===== config.mk =====
export PLATFORM = sky130hd
export DESIGN_NAME = memory_controller_flat
export DESIGN_NICKNAME = d
export VERILOG_FILES = /design/src/rtl/memory_controller_if.sv /design/src/rtl/memory_controller.sv /design/src/flat_wrapper.sv
export SDC_FILE = /design/constraint.sdc
export NUM_CORES = 1
export LEC_CHECK = 0
export CORE_MARGIN = 2
export CORE_UTILIZATION = 51
export CTS_CLUSTER_DIAMETER = 30
export CTS_CLUSTER_SIZE = 14
export DETAILED_ROUTE_END_ITERATION = 16
export PLACE_DENSITY_LB_ADDON = 0.12
export SLEW_MARGIN = 20
export SYNTH_ARGS = -nofsm -noshare
export SYNTH_HDL_FRONTEND = slang
export SYNTH_SLANG_ARGS = --single-unit

===== constraint.sdc =====
create_clock -name clk_in -period 7.9 [get_ports clk_in]
set_clock_uncertainty 0.05 [all_clocks]
set_input_delay 0.79 -clock clk_in [delete_from_list [all_inputs] [get_ports clk_in]]
set_output_delay 0.79 -clock clk_in [all_outputs]
set_load 0.005 [all_outputs]

===== src/rtl/memory_controller_if.sv =====
// Bus bundle between memory_controller and its environment: RAM port, fetch port, LSB port.
// The controller uses the slave modport; the environment drives through master.
interface memory_controller_if #(
  parameter int ADDR_W = 32,
  parameter int TYPE_W = 4
) ();
  logic              rdy_in;
  logic              flush;
  logic [7:0]        mem_din;
  logic [7:0]        mem_dout;
  logic [ADDR_W-1:0] mem_a;
  logic              mem_wr;
  logic              io_buffer_full;
  logic              if_en;
  logic [ADDR_W-1:0] if_addr;
  logic              if_rdy;
  logic [31:0]       if_data;
  logic              lsb_en;
  logic [ADDR_W-1:0] lsb_addr;
  logic [TYPE_W-1:0] lsb_type;
  logic [31:0]       lsb_write_data;
  logic              lsb_rdy;
  logic [31:0]       lsb_read_data;
  logic [1:0]        state_dbg;

  // Requests are level-held by the requester and taken on the IDLE edge where the
  // controller accepts; completion is a single-cycle if_rdy/lsb_rdy pulse with data valid.
  modport slave (
    input  rdy_in, flush, mem_din, io_buffer_full,
    input  if_en, if_addr, lsb_en, lsb_addr, lsb_type, lsb_write_data,
    output mem_dout, mem_a, mem_wr, if_rdy, if_data, lsb_rdy, lsb_read_data, state_dbg
  );

  modport master (
    output rdy_in, flush, mem_din, io_buffer_full,
    output if_en, if_addr, lsb_en, lsb_addr, lsb_type, lsb_write_data,
    input  mem_dout, mem_a, mem_wr, if_rdy, if_data, lsb_rdy, lsb_read_data, state_dbg
  );
endinterface


===== src/rtl/memory_controller.sv =====
// memory_controller: owns the byte-wide RAM port, serialising fetch and LSB accesses into bytes.
// Optional MC_IO_GUARD_EN: store bytes to addr[17:16]==2'b11 stall while io_buffer_full is high.
module memory_controller #(
  parameter int ADDR_W = 32,
  parameter int TYPE_W = 4
) (
  input logic clk_in,
  input logic rst_in,
  memory_controller_if.slave bus
);
  typedef enum logic [1:0] {IDLE = 2'd0, READ = 2'd1, WRITE = 2'd2} state_t;

  state_t            state_q;
  logic [2:0]        cnt_q;
  logic              is_lsb_q;
  logic [ADDR_W-1:0] addr_q;
  logic [ADDR_W-1:0] mem_a_q;
  logic [2:0]        type_q;
  logic [31:0]       wdata_q;
  logic [23:0]       rbuf_q;
  logic [7:0]        mem_dout_q;
  logic              mem_wr_q;
  logic              if_rdy_q;
  logic              lsb_rdy_q;
  logic [31:0]       if_data_q;
  logic [31:0]       lsb_rdata_q;

  logic [TYPE_W-1:0] req_type;
  logic [2:0]        n_bytes;
  logic [2:0]        cnt_inc;
  logic [31:0]       wshift;
  logic [31:0]       assembled;
  logic [31:0]       load_val;
  logic              stall;

  assign req_type = bus.lsb_type;

  always_comb begin
    n_bytes = 3'd4;
    case (type_q[1:0])
      2'd0:    n_bytes = 3'd1;
      2'd1:    n_bytes = 3'd2;
      default: n_bytes = 3'd4;
    endcase
    cnt_inc = cnt_q + 3'd1;
    wshift  = wdata_q >> {cnt_inc, 3'b000};
    // Bytes shift in from the top, so the newest byte is always assembled[31:24].
    assembled = {bus.mem_din, rbuf_q};
    case (type_q[1:0])
      2'd0:    load_val = type_q[2] ? {24'd0, assembled[31:24]}
                                    : {{24{assembled[31]}}, assembled[31:24]};
      2'd1:    load_val = type_q[2] ? {16'd0, assembled[31:16]}
                                    : {{16{assembled[31]}}, assembled[31:16]};
      default: load_val = assembled;
    endcase
`ifdef MC_IO_GUARD_EN
    stall = (state_q == WRITE) && (mem_a_q[17:16] == 2'b11) && bus.io_buffer_full;
`else
    stall = 1'b0;
`endif
  end

  always_ff @(posedge clk_in or posedge rst_in) begin
    if (rst_in) begin
      state_q     <= IDLE;
      cnt_q       <= 3'd0;
      is_lsb_q    <= 1'b0;
      addr_q      <= '0;
      mem_a_q     <= '0;
      type_q      <= 3'd0;
      wdata_q     <= 32'd0;
      rbuf_q      <= 24'd0;
      mem_dout_q  <= 8'd0;
      mem_wr_q    <= 1'b0;
      if_rdy_q    <= 1'b0;
      lsb_rdy_q   <= 1'b0;
      if_data_q   <= 32'd0;
      lsb_rdata_q <= 32'd0;
    end else if (bus.rdy_in) begin
      if_rdy_q  <= 1'b0;
      lsb_rdy_q <= 1'b0;
      case (state_q)
        IDLE: begin
          // The rdy cycle doubles as a bubble so a held request is not re-taken.
          if (!bus.flush && !if_rdy_q && !lsb_rdy_q) begin
            if (bus.lsb_en) begin
              is_lsb_q <= 1'b1;
              addr_q   <= bus.lsb_addr;
              mem_a_q  <= bus.lsb_addr;
              type_q   <= req_type[2:0];
              wdata_q  <= bus.lsb_write_data;
              cnt_q    <= 3'd0;
              if (req_type[3]) begin
                state_q    <= WRITE;
                mem_wr_q   <= 1'b1;
                mem_dout_q <= bus.lsb_write_data[7:0];
              end else begin
                state_q <= READ;
              end
            end else if (bus.if_en) begin
              is_lsb_q <= 1'b0;
              addr_q   <= bus.if_addr;
              mem_a_q  <= bus.if_addr;
              type_q   <= 3'b010;
              cnt_q    <= 3'd0;
              state_q  <= READ;
            end
          end
        end
        READ: begin
          if (bus.flush) begin
            state_q <= IDLE;
          end else begin
            if (cnt_q != 3'd0) rbuf_q <= {bus.mem_din, rbuf_q[23:8]};
            if (cnt_q == n_bytes) begin
              state_q <= IDLE;
              if (is_lsb_q) begin
                lsb_rdata_q <= load_val;
                lsb_rdy_q   <= 1'b1;
              end else begin
                if_data_q <= load_val;
                if_rdy_q  <= 1'b1;
              end
            end else begin
              cnt_q <= cnt_inc;
              if (cnt_inc < n_bytes) mem_a_q <= addr_q + ADDR_W'(cnt_inc);
            end
          end
        end
        WRITE: begin
          if (!stall) begin
            if (cnt_q == n_bytes - 3'd1) begin
              state_q   <= IDLE;
              mem_wr_q  <= 1'b0;
              lsb_rdy_q <= 1'b1;
            end else begin
              cnt_q      <= cnt_inc;
              mem_a_q    <= addr_q + ADDR_W'(cnt_inc);
              mem_dout_q <= wshift[7:0];
            end
          end
        end
        default: state_q <= IDLE;
      endcase
    end
  end

  assign bus.mem_a         = mem_a_q;
  assign bus.mem_dout      = mem_dout_q;
  assign bus.mem_wr        = mem_wr_q & bus.rdy_in & ~stall;
  assign bus.if_rdy        = if_rdy_q;
  assign bus.if_data       = if_data_q;
  assign bus.lsb_rdy       = lsb_rdy_q;
  assign bus.lsb_read_data = lsb_rdata_q;
  assign bus.state_dbg     = state_q;
endmodule


===== src/flat_wrapper.sv =====
// flat-port wrapper written by rule: the top's interface ports become plain ports
module memory_controller_flat 
#(
  parameter int ADDR_W = 32,
  parameter int TYPE_W = 4
)
  (clk_in, rst_in, bus_rdy_in, bus_flush, bus_mem_din, bus_io_buffer_full, bus_if_en, bus_if_addr, bus_lsb_en, bus_lsb_addr, bus_lsb_type, bus_lsb_write_data, bus_mem_dout, bus_mem_a, bus_mem_wr, bus_if_rdy, bus_if_data, bus_lsb_rdy, bus_lsb_read_data, bus_state_dbg);
  memory_controller_if #(.ADDR_W(ADDR_W), .TYPE_W(TYPE_W)) bus_i ();
  input logic clk_in;
  input logic rst_in;
  input wire logic [$bits(bus_i.rdy_in)-1:0] bus_rdy_in;
  input wire logic [$bits(bus_i.flush)-1:0] bus_flush;
  input wire logic [$bits(bus_i.mem_din)-1:0] bus_mem_din;
  input wire logic [$bits(bus_i.io_buffer_full)-1:0] bus_io_buffer_full;
  input wire logic [$bits(bus_i.if_en)-1:0] bus_if_en;
  input wire logic [$bits(bus_i.if_addr)-1:0] bus_if_addr;
  input wire logic [$bits(bus_i.lsb_en)-1:0] bus_lsb_en;
  input wire logic [$bits(bus_i.lsb_addr)-1:0] bus_lsb_addr;
  input wire logic [$bits(bus_i.lsb_type)-1:0] bus_lsb_type;
  input wire logic [$bits(bus_i.lsb_write_data)-1:0] bus_lsb_write_data;
  output wire logic [$bits(bus_i.mem_dout)-1:0] bus_mem_dout;
  output wire logic [$bits(bus_i.mem_a)-1:0] bus_mem_a;
  output wire logic [$bits(bus_i.mem_wr)-1:0] bus_mem_wr;
  output wire logic [$bits(bus_i.if_rdy)-1:0] bus_if_rdy;
  output wire logic [$bits(bus_i.if_data)-1:0] bus_if_data;
  output wire logic [$bits(bus_i.lsb_rdy)-1:0] bus_lsb_rdy;
  output wire logic [$bits(bus_i.lsb_read_data)-1:0] bus_lsb_read_data;
  output wire logic [$bits(bus_i.state_dbg)-1:0] bus_state_dbg;
  assign bus_i.rdy_in = bus_rdy_in;
  assign bus_i.flush = bus_flush;
  assign bus_i.mem_din = bus_mem_din;
  assign bus_i.io_buffer_full = bus_io_buffer_full;
  assign bus_i.if_en = bus_if_en;
  assign bus_i.if_addr = bus_if_addr;
  assign bus_i.lsb_en = bus_lsb_en;
  assign bus_i.lsb_addr = bus_lsb_addr;
  assign bus_i.lsb_type = bus_lsb_type;
  assign bus_i.lsb_write_data = bus_lsb_write_data;
  assign bus_mem_dout = bus_i.mem_dout;
  assign bus_mem_a = bus_i.mem_a;
  assign bus_mem_wr = bus_i.mem_wr;
  assign bus_if_rdy = bus_i.if_rdy;
  assign bus_if_data = bus_i.if_data;
  assign bus_lsb_rdy = bus_i.lsb_rdy;
  assign bus_lsb_read_data = bus_i.lsb_read_data;
  assign bus_state_dbg = bus_i.state_dbg;
  memory_controller #(.ADDR_W(ADDR_W), .TYPE_W(TYPE_W)) u_core (.clk_in(clk_in), .rst_in(rst_in), .bus(bus_i));
endmodule

==> results.py <==
metrics = {
    "critical_path": {
        "worstSetupStartpoint": "u_core.cnt_q[0]",
        "worstSetupEndpointType": "flop",
        "path_cells": "inv_1, ha_1, ha_1, nor2b_1, o211ai_1, nand3b_1, nor3_4, buf_4, mux2_2",
        "timing.reg2reg.worst_path_depth": 9,
        "crit_top_cell": "ha_1",
        "setup.worst_path.start_class": "flop",
        "timing.critical_path.slowest_stage_cell": "ha_1",
        "crit_fanout": 24,
        "cp.buffers_inverters": 2,
        "cp_data_arrival_time_ps": 4680,
        "worst_path_largest_cell_delay_ps": 820,
        "worstReg2RegEnd": "u_core.bus.mem_a[4]",
        "regToRegStartpoint": "u_core.cnt_q[0]",
        "critPathRequiredTime_ps": 8240,
        "reg2reg_slack_ps": 3570,
        "worstSetupPathType": "flop to flop",
        "top_delay_family_on_crit_path": "adder cells",
    },
    "sta": {
        "final.min_clock_period_ps": 4330,
        "final-max-slew-violation-count": 0,
        "timing.final.setup_violations": 0,
        "worst_pin_slew_ps": 1040,
        "relSlewSlack_pct": 30.2,
        "fmaxAchievable_mhz": 231,
        "period_share_pct": 54.9,
        "rsz0062_at_grt": "no",
        "final-hold-violation-count": 0,
        "setup_total_negative_slack_ps": 0,
    },
    "floorplan": {
        "rows": 51,
        "core_region_area_mm2": 0.0195,
        "initial_core_util_pct": 52.1,
        "die-height_um": 145,
        "floorplan.die_area_mm2": 0.0211,
        "dieWidth_um": 145,
        "design.portCount": 224,
    },
    "finish": {
        "postLayoutCellArea_mm2": 0.0141,
        "layout-drive-gt1-share_pct": 19.6,
        "num_antenna_cells": 0,
        "most-common-layout-cells": "clkdlybuf4s50_1, dfrtp_1, mux2_2",
        "synthToLayoutAreaGrowth_pct": 38.1,
        "final-instance-count-excl-fill": 1423,
        "final_net_count": 1257,
        "mostFrequentLayoutCell": "clkdlybuf4s50_1",
        "num-fill-cells": 1441,
    },
    "hold_path": {
        "worst_hold_path_type": "flop to flop",
        "hold_depth": 2,
        "min_delay_worst_endpoint": "u_core.bus.if_data[27]",
        "hold_path_startpoint": "u_core.bus.if_data[27]",
    },
    "route": {
        "detailroute.wirelength.met2_um": 12600,
        "wire_per_inst_um": 18.2,
        "maxUsedRoutingLayer": "met4",
        "routed_wl_um": 25800,
        "first_pass_iters": 5,
        "via_per_inst": 5.60,
        "m1WireLength_um": 11000,
        "drtAntennaViolNets": 0,
        "drc_errors": 0,
        "met3_length_um": 1770,
        "first_iter_violations": 417,
        "vias": 7962,
    },
    "clock_network": {
        "cts.hold.buffers_added": 0,
        "ctsRootBufferMaster": "clkbuf_16",
        "clk_latency_ps": 510,
        "cts.reportedPaths.clkPinSlew_ps": 50,
        "htree_num_levels": 2,
        "cts.path.max_buffers": 3,
        "tritoncts": "yes",
        "cts_resized": 0,
        "post-cts-setup-buffer-count": 0,
        "cts_sinks": 204,
        "numCtsBuffers": 42,
    },
    "yosys": {
        "synth_async_sr_flop_share_pct": 100,
        "synth_sequential_area_ratio_pct": 50.2,
        "netlist_area_before_placement_mm2": 0.0102,
        "postSynthRegisterBits": 204,
        "synth_cells": 904,
        "post_synth.cell_area_avg_um2": 11.3,
        "synth_flop_cell": "dfrtp_1",
        "synthesized_nets": 1034,
        "synth_cell_type_count": 58,
        "yosysWarningCount": 0,
        "synth_enable_flop_cells": 0,
    },
    "grt": {
        "grt_pass1_vias": 8137,
        "number_of_antenna_violations_at_the_first_check_in_global_routing": 0,
        "grt_util_all_layers_pct": 24.8,
        "wire_length_of_the_first_global_routing_pass_um": 42700,
        "grt_start_max_net_pins": 131,
        "globalRoute.totalOverflow": 0,
    },
    "pwr": {
        "power-per-cell-area_mw_per_mm2": 424,
        "total_leakage_power_nw": 6.20,
        "vdd_drop_max_v": 0.000264,
        "report.power.total_w": 0.00596,
    },
    "flow_run": {
        "drv.max_cap_violation_count": 0,
    },
    "run_status": {
        "status": "complete, no violations",
    },
    "placed_design": {
        "place.gp.congestion": 0.818,
        "placed_cell_area_mm2": 0.0126,
        "total_instance_count_after_detailed_placement": 1348,
        "hpwlAfterDp_um": 17200,
        "portBuffers": 222,
    },
}
worst reg2reg max path, stage by stage, from the launching register on:
cell	delay (ps)
dfrtp_1	740
inv_1	230
ha_1	820
ha_1	360
nor2b_1	130
o211ai_1	190
nand3b_1	610
nor3_4	310
buf_4	370
mux2_2	410
how the worst max path moves through the flow:
| stage | endpoint | slack (ps) | cells after the start |
|---|---|---|---|
| 2_1_floorplan | u_core.addr_q[0] | 1490 | 1 |
| 3_3_place_gp | u_core.bus.mem_a[2] | 3680 | 9 |
| 6_report | u_core.bus.mem_a[4] | 3570 | 9 |
| 4_1_cts | u_core.bus.mem_a[11] | 3540 | 9 |
| 5_1_grt | u_core.bus.mem_a[10] | 3200 | 9 |
| 3_5_place_dp | u_core.bus.mem_a[11] | 3580 | 9 |
Yosys cell counts, types with 9 or more instances:
| master | count | area share, % |
|---|---|---|
| a21o_1 | 21 | 1.5 |
| a21oi_1 | 59 | 2.9 |
| buf_2 | 14 | 0.69 |
| clkbuf_1 | 37 | 1.4 |
| dfrtp_1 | 204 | 50 |
| ha_1 | 14 | 1.7 |
| inv_1 | 35 | 1.3 |
| mux2_2 | 122 | 13 |
| mux2i_1 | 55 | 5.4 |
| nand2_1 | 56 | 2.1 |
| nand2b_1 | 9 | 0.55 |
| nand3_1 | 24 | 1.2 |
| nand4_1 | 18 | 1.1 |
| nor2_1 | 45 | 1.7 |
| nor3_1 | 9 | 0.44 |
| o211ai_1 | 11 | 0.81 |
| o21ai_0 | 39 | 1.9 |
| o31ai_1 | 14 | 1.0 |
| xnor2_1 | 15 | 1.3 |
report_power, final:
part	switching (W)	internal, W	leakage, nW
sequential	0.000361	0.00152	2.54
combinational	0.00107	0.00123	2.96
clock	0.000552	0.00123	0.700
total	0.00198	0.00398	6.20
per-layer routing:
layer / vias up / track usage, %
li1: 3723 / -
met1: 3955 / 32.7
met2: 242 / 40.8
met3: 42 / 6.04
met4: 0 / 7.40
met5: - / 0
cells by family after synthesis:
| group | share of synthesized area, % |
|---|---|
| buffers and inverters | 3.60 |
| XOR/XNOR | 2.27 |
| AO/OA/AOI/OAI | 11.2 |
| AND/OR/NAND/NOR | 10.2 |
| multiplexers | 20.7 |
| flip-flops | 50.2 |
| adder cells (fa/ha/maj) | 1.92 |
through the flow:
| step | setup slack [ps] | hold slack (ps) | util [%] |
|---|---|---|---|
| after floorplan | 1490 | 423 | - |
| after global placement | 3680 | 412 | 64.6 |
| after detailed placement | 3580 | 424 | 64.6 |
| after CTS | 3540 | 434 | 72.0 |
| after global routing | 3200 | 463 | 72.0 |
| final | 3570 | 428 | 72.0 |
area by class of cell:
type | count | area (µm²) | share of cell area, %
Clock buffer | 53 | 1120 | 7.98
Inverter | 35 | 139 | 0.988
Sequential cell | 204 | 5100 | 36.3
Multi-Input combinational cell | 609 | 4730 | 33.6
Tap cell | 265 | 332 | 2.36
Timing Repair Buffer | 235 | 2310 | 16.5
Clock inverter | 22 | 319 | 2.27
registers in the layout, indices dropped and copies added (netlist names):
signal	cells
u_core.bus.state_dbg	2
u_core.type_q	3
u_core.addr_q	32
u_core.bus.lsb_read_data	32
u_core.bus.if_data	32
u_core.is_lsb_q	1
u_core.bus.lsb_rdy	1
u_core.wdata_q	32
u_core.rbuf_q	24
u_core.bus.if_rdy	1
u_core.cnt_q	3
u_core.mem_wr_q	1
u_core.bus.mem_dout	8
u_core.bus.mem_a	32
Power figures use the tool's default switching activity.
